**src/rtl/vector_serializer_pkg.sv**
```systemverilog
`default_nettype none
// ============================================================================
// Module      : vector_serializer_pkg
// Description : Shared definitions for the vector serializer and the benches
//               of the neighbouring vector reverse stage: FSM state encoding
//               and the default parallel word width.
// Revision    : 1.0 - initial release
// ============================================================================
package vector_serializer_pkg;

    // Default width of one parallel word.
    localparam int DEFAULT_WIDTH = 8;

    // IDLE  : shift register empty, nothing on the serial output.
    // SHIFT : shift register holds a word being emitted bit by bit.
    typedef enum logic [0:0] {
        IDLE  = 1'b0,
        SHIFT = 1'b1
    } state_t;

endpackage : vector_serializer_pkg
`default_nettype wire

```
**src/rtl/vector_serializer.sv**
```systemverilog
`default_nettype none
// ============================================================================
// Module      : vector_serializer
// Description : Parallel-to-serial converter with one word of look-ahead
//               buffering. A word is accepted on in_valid && in_ready, held in
//               a shift register and presented one bit at a time; each bit is
//               consumed when ser_en is high. A pending register lets the next
//               word be accepted while the current one shifts, so words
//               stream back-to-back without gaps.
// Ports       : clk        - clock, all state updates on the rising edge
//               rst_n      - asynchronous active-low reset
//               in_valid   - upstream word valid
//               in_vector  - parallel word (WIDTH bits)
//               in_ready   - a word can be accepted this cycle
//               ser_en     - downstream consumes the presented bit
//               ser_valid  - ser_data holds a valid bit
//               ser_data   - current serial bit
//               ser_first  - current bit is the first of its word
//               ser_last   - current bit is the last of its word
//               busy       - shift register or pending register occupied
// Revision    : 1.0 - initial release
// ============================================================================
module vector_serializer
    import vector_serializer_pkg::*;
#(
    parameter int WIDTH     = DEFAULT_WIDTH,
    parameter bit MSB_FIRST = 1'b1
) (
    input  logic             clk,
    input  logic             rst_n,
    input  logic             in_valid,
    input  logic [WIDTH-1:0] in_vector,
    output logic             in_ready,
    input  logic             ser_en,
    output logic             ser_valid,
    output logic             ser_data,
    output logic             ser_first,
    output logic             ser_last,
    output logic             busy
);

    localparam int              CNT_W    = (WIDTH > 1) ? $clog2(WIDTH) : 1;
    localparam logic [CNT_W-1:0] LAST_CNT = CNT_W'(WIDTH - 1);

    state_t             state;
    logic [WIDTH-1:0]   shift_reg;
    logic [WIDTH-1:0]   pend;
    logic               pend_valid;
    logic [CNT_W-1:0]   bit_cnt;

    logic               transfer;
    logic               out_bit;
    logic [WIDTH-1:0]   shift_next;

    // Bit order only changes which end is presented and which way the
    // register moves; the control logic is identical for both orders.
    generate
        if (MSB_FIRST) begin : g_msb_first
            assign out_bit    = shift_reg[WIDTH-1];
            assign shift_next = shift_reg << 1;
        end else begin : g_lsb_first
            assign out_bit    = shift_reg[0];
            assign shift_next = shift_reg >> 1;
        end
    endgenerate

    // Readiness depends only on the pending slot. At a word end with the
    // pending slot full, the slot drains into the shift register but is not
    // refilled in the same cycle; the upstream word is taken a cycle later.
    assign in_ready = !pend_valid;
    assign transfer = in_valid && in_ready;

    always_ff @(posedge clk or negedge rst_n) begin
        if (!rst_n) begin
            state      <= IDLE;
            shift_reg  <= '0;
            bit_cnt    <= '0;
            pend       <= '0;
            pend_valid <= 1'b0;
        end else begin
            case (state)
                IDLE: begin
                    if (transfer) begin
                        shift_reg <= in_vector;
                        bit_cnt   <= '0;
                        state     <= SHIFT;
                    end
                end

                SHIFT: begin
                    if (ser_en && (bit_cnt == LAST_CNT)) begin
                        // Word end: refill from pending first, otherwise take
                        // a word arriving this cycle straight into the shift
                        // register, otherwise fall back to IDLE.
                        if (pend_valid) begin
                            shift_reg  <= pend;
                            pend       <= '0;
                            pend_valid <= 1'b0;
                            bit_cnt    <= '0;
                        end else if (transfer) begin
                            shift_reg <= in_vector;
                            bit_cnt   <= '0;
                        end else begin
                            shift_reg <= '0;
                            bit_cnt   <= '0;
                            state     <= IDLE;
                        end
                    end else begin
                        if (ser_en) begin
                            shift_reg <= shift_next;
                            bit_cnt   <= bit_cnt + CNT_W'(1);
                        end
                        if (transfer) begin
                            pend       <= in_vector;
                            pend_valid <= 1'b1;
                        end
                    end
                end

                default: begin
                    state <= IDLE;
                end
            endcase
        end
    end

    assign ser_valid = (state == SHIFT);
    assign ser_data  = ser_valid && out_bit;
    assign ser_first = ser_valid && (bit_cnt == '0);
    assign ser_last  = ser_valid && (bit_cnt == LAST_CNT);
    assign busy      = (state == SHIFT) || pend_valid;

endmodule : vector_serializer
`default_nettype wire

```
**config.mk**
```make
export PLATFORM = sky130hd
export DESIGN_NAME = vector_serializer
export DESIGN_NICKNAME = d
export VERILOG_FILES = /design/src/rtl/vector_serializer_pkg.sv /design/src/rtl/vector_serializer.sv
export SDC_FILE = /design/constraint.sdc
export NUM_CORES = 1
export LEC_CHECK = 0
export ABC_AREA = 1
export CAP_MARGIN = 20
export CORE_MARGIN = 3
export CORE_UTILIZATION = 40
export DETAILED_ROUTE_END_ITERATION = 16
export PLACE_DENSITY_LB_ADDON = 0.05
export SKIP_LAST_GASP = 1
export SLEW_MARGIN = 0
export SYNTH_ARGS = -nofsm -noshare
export SYNTH_HDL_FRONTEND = slang
export SYNTH_SLANG_ARGS = --single-unit
```
**constraint.sdc**
```tcl
create_clock -name clk -period 2 [get_ports clk]
set_clock_uncertainty 0.2 [all_clocks]
set_input_delay 0.3 -clock clk [delete_from_list [all_inputs] [get_ports clk]]
set_output_delay 0.3 -clock clk [all_outputs]
set_load 0.005 [all_outputs]
```
## Yosys cells after proc, flatten, opt, wreduce, memory -nomap -nowiden

Cells that the tools add are included.

| word-level totals | value |
|---|---|
| flip-flop bits (word level) | 21 |
| bits in latches | 0 |
| RAM bits | 0 |
| bits in read-only memories | 0 |
| output and inout bits | 6 |
| memories | 0 |

| cells by class | value |
|---|---|
| $add $sub $neg | 1 |
| multipliers | 0 |
| div/mod/pow operators | 0 |
| order comparisons | 0 |
| equal/unequal tests | 4 |
| shift-type cells | 0 |
| mux-type cells | 18 |
| bitwise operators | 1 |
| reductions and logical operators | 12 |

Operator list:

| cell | count |
|---|---|
| two-way mux 8 bit | 7 |
| one-hot mux 8 bit (2 select lines) | 1 |
| two-way mux 3 bit | 3 |
| one-hot mux 3 bit (2 select lines) | 1 |
| logical AND 1 bit | 5 |
| two-way mux 1 bit | 5 |
| != test 2 bit (second input constant) | 2 |
| AND reduction 2 bit | 2 |
| adder 3 x 1 -> 3 bit (second input constant) | 1 |
| == test 3 bit (second input constant) | 1 |
| logical NOT 3 bit | 1 |
| != test 3 x 2 -> 1 bit (second input constant) | 1 |
| AND reduction 3 bit | 1 |
| one-hot mux 1 bit (2 select lines) | 1 |
| nonzero test 2 bit | 1 |
| logical NOT 1 bit | 1 |
| logical OR 1 bit | 1 |
| NOT 1 bit | 1 |

## Depth between registers and ports, before layout

| depth | value |
|---|---|
| depth after elaboration | 6 |
| gate-level depth with buffers | 9 |
| depth with buffers taken out | 9 |

## Least setup slack after synthesis

No wires, ideal clock.

| path | value |
|---|---|
| path type | register -> register |
| from | reg bit_cnt[0] |
| to | reg pend[0] |
| arrival | 1201 ps |
| required time | 1684 ps |
| path slack | 483 ps |
| cell stages (with the launch flop) | 9 |
| buffers on the path | 0 |
| clock period less this slack | 1517 ps |
| path through | dfrtp_1 > ha_1 > ha_1 > nand2_1 > inv_2 > nand2_1 > nand2_4 > nand2_1 > nand2_1 |

| on the way | value |
|---|---|
| cells in the longest elaborated chain, start to end | 4 |
| elaborated cells on any way between the ends | 6 |
| those cells by class | eq/ne (2); mux (1); reduce/logical (3) |

Ends and longest elaborated chain:

| element | RTL line | RTL |
|---|---|---|
| from (decl) | vector_serializer.sv:49 | `logic [CNT_W-1:0] bit_cnt;` |
| from (signal assigned) | vector_serializer.sv:111 | `bit_cnt <= bit_cnt + CNT_W'(1);` |
| == test 3 bit (*) | vector_serializer.sv:91 | `if (ser_en && (bit_cnt == LAST_CNT)) begin` |
| logical AND 1 bit (*) | vector_serializer.sv:91 |  |
| != test 2 bit (no source line) / nonzero test 2 bit (equally long branches) | n/a |  |
| AND reduction 3 bit (no source line) | n/a |  |
| to (signal assigned) | vector_serializer.sv:114 | `pend <= in_vector;` |
| to (decl) | vector_serializer.sv:47 | `logic [WIDTH-1:0] pend;` |

Every way passes the cells marked *; elsewhere a longest branch is shown, timed or not.
A chain may end at the register's enable or synchronous reset.

## Worst setup path after layout

| path | value |
|---|---|
| from | reg state, in the netlist ser_valid |
| to | out busy |

| on the way | value |
|---|---|
| cells in the longest elaborated chain, start to end | 1 |

Ends and longest elaborated chain:

| element | RTL line | RTL |
|---|---|---|
| from (decl) | vector_serializer.sv:45 | `state_t state;` |
| from (signal assigned) | vector_serializer.sv:75 | `state <= IDLE;` |
| from (signal assigned) | vector_serializer.sv:86 | `state <= SHIFT;` |
| from (signal assigned) | vector_serializer.sv:106 | `state <= IDLE;` |
| logical OR 1 bit | vector_serializer.sv:131 | `assign busy = (state == SHIFT) \|\| pend_valid;` |
| to (decl) | vector_serializer.sv:39 | `output logic busy` |

No other way between the ends.

==> metrics.txt <==
detailed-route DRC error count=0; Setup violations, final=0; TritonCTS buffer count=3; routed length per placed instance=11.84 microns; std cell rows=20; area of the core region=3103 sq um; Avg Cell Area, Syn=7.354 sq um; Post-Synth Simple-Gate Area=39.22%; initial standard-cell utilization of the core=42.66%; DRC marker count from the first detailed-route iteration=46; category of the most critical setup path=reg2out; number of nets produced by synthesis=195; H-tree levels=1; time the final worst path needs with I/O delays and setup=1.938 ns; width of the chip=63.53 microns; Arr. time, crit path=1.44 ns; top cell type's share of synthesized area=39.70%; Unique masters post-synth=21; Die ar.=4035 sq um; storage element area=526.8 sq um; power density over the cells=1226 nW/um^2; net count of the finished layout=218; largest family of logic cells by synthesized area=simple AND/OR/NAND/NOR gates; area fraction in compound gates after synthesis=7.089%; initial antenna violation count=0; Leak=0.8161 nW; crit path setup slack, layout=0.06231 ns; total iterations of the first detailed-routing run=4; YS warnings=0; Least-Margin Pin Slew=0.2816 ns; final HPWL from detailed placement=2.210 mm; number of max-slew violations in the final report=0; number of synthesized register bits=21; die height=63.53 microns; area added between synthesis and finish=18.81%; io pins=18; outcome=complete, no violations; maximum number of pins on one net before global-route repair=22; register clock-pin slew on the reported worst setup and hold paths=0.14 ns; Reg2Reg Setup Slack=0.32 ns; remaining number of nets flagged by the antenna check after routing=0; All-Layer GR Usage=15.42%; area leader, netlist=dfrtp_1; number of global-route vias before repair=1127; unrepaired setup endpoints after global routing=yes; Worst EP required=1.50 ns; final wirelength=2.912 mm; type of element capturing the critical path=output port; multi-input logic area=655.6 sq um; Startpoint Class=flip-flop; diode count=0; setup TNS=0 ns; setup slack after placement=0.1765 ns; max-capacitance violation count=0; Longest Clk Path Bufs=2; grt total ovfl=0; layout cells sized above 1=22.28%; count of port buffers added during placement=17; TritonCTS clock tree=done; Power, Total=1.929 mW; leading post-synthesis cells by cell area=dfrtp_1 40%, nand2_1 20%, nand3_1 6.0%; gate count after technology mapping=180; FILL cells=334; hold buffer count at CTS=0; area share of xor/xnor cells in the synthesized design=0%; Hold WC Path Type=in2async; drt via density=4.606; peak fanout along the critical path=8; maximum clock frequency=0.5161 GHz; Relative slew margins=81.23%; synthesized-area fraction occupied by adder cells=2.836%; Netlist Area Pre-Place=1324 sq um; final cycle utilization of the critical path=96.88%; count of vias placed by the detailed router=1133; fraction of synthesized area in multiplexers=0%; clock insertion delay at the later pin of the skew report=0.32 ns; Placer Congestion=0.8176; Final Hold Fails=0; count of clock tree sinks=21; clk root buf=clkbuf_4; global-route wire length before repair=4.926 mm; sequential area share after synthesis=39.70%; maximum VDD drop=0.4389 mV
cell usage after synthesis (all sizes together):
cell type	count
nand2	76
nor2	25
dfrtp	21
inv	19
nand3	17
a21oi	9
buf	7
ha	3
o21ai	3
layout by cell type, fill, tap and decap left out:
master	instances
nand3_2	1
o21ai_2	2
dfrtp_2	1
nor2_4	1
nand2_2	4
clkinv_2	1
buf_4	8
nor2_2	7
inv_1	13
nand2_1	70
dfrtp_1	20
nand3_1	16
ha_2	2
clkdlybuf4s15_1	1
dlygate4sd2_1	1
clkbuf_4	3
nand2_4	2
o21ai_0	1
a21oi_2	7
clkdlybuf4s50_1	15
ha_1	1
inv_8	1
inv_2	5
nor2_1	17
a21oi_1	2
logic make-up (layout without fill, tap and decap cells):
family	count (synthesis)	count (layout)
AO/OA/AOI/OAI	12	12
flip-flops	21	21
adder cells (fa/ha/maj)	3	3
AND/OR/NAND/NOR	118	118
buffers and inverters	26	48
power by group:
part           switching (mW)  internal [mW]  leakage, nW
combinational           0.549          0.422        0.552
sequential              0.133          0.608        0.246
clock                   0.142         0.0749       0.0177
per-layer routing:
metal	vias to the layer above	track usage, %	part of all wire [%]
met1	509	19.33	49
met3	7	2.674	3.5
met2	20	25.95	46
met4	0	6.469	2.0
li1	597	-	-
met5	-	0	0
final cells by class:
class	count	share of cell area [%]
sequential	21	33.49
tap	44	3.500
clock inverter	1	0.3182
timing repair buffer	25	14.56
clock buffer	3	1.432
inverter	19	5.012
multi-input combinational	133	41.69
critical path, cell delays in order (launching register included):
cell and delay [ns]:
dfrtp_2 0.48, inv_2 0.09, nand2_1 0.06, clkdlybuf4s50_1 0.49
stage by stage:
stage / instance area (sq um) / std cells / util, % / hold WS (ns)
final: 1573 / 246 / 50.69 / 0.1110
after global routing: 1573 / 246 / 50.69 / 0.1209
after CTS: 1554 / 244 / 50.08 / 0.1239
after detailed placement: 1525 / 240 / 49.15 / 0.2606
after global placement: 1525 / 240 / 49.15 / 0.2588
after floorplan: 1324 / 180 / - / -0.1956
final timing paths:
kind / from / endpoint / depth (start not counted)
worst max register to register: bit_cnt[0] / bit_cnt[2] / 7
worst max-delay path: ser_valid / busy / 3
min in group clk: pend[7] / pend[7] / 2
worst min-delay path: rst_n / shift_reg[4] / 2
max in group asynchronous: rst_n / pend[7] / 2
worst min register to register: pend[7] / pend[7] / 2
repair_timing:
item                       CTS  global route
gates resized for setup      5             2
pin swaps                    0             2
setup buffers                0             2
setup endpoints to repair    4             3
Power figures use the tool's default switching activity.
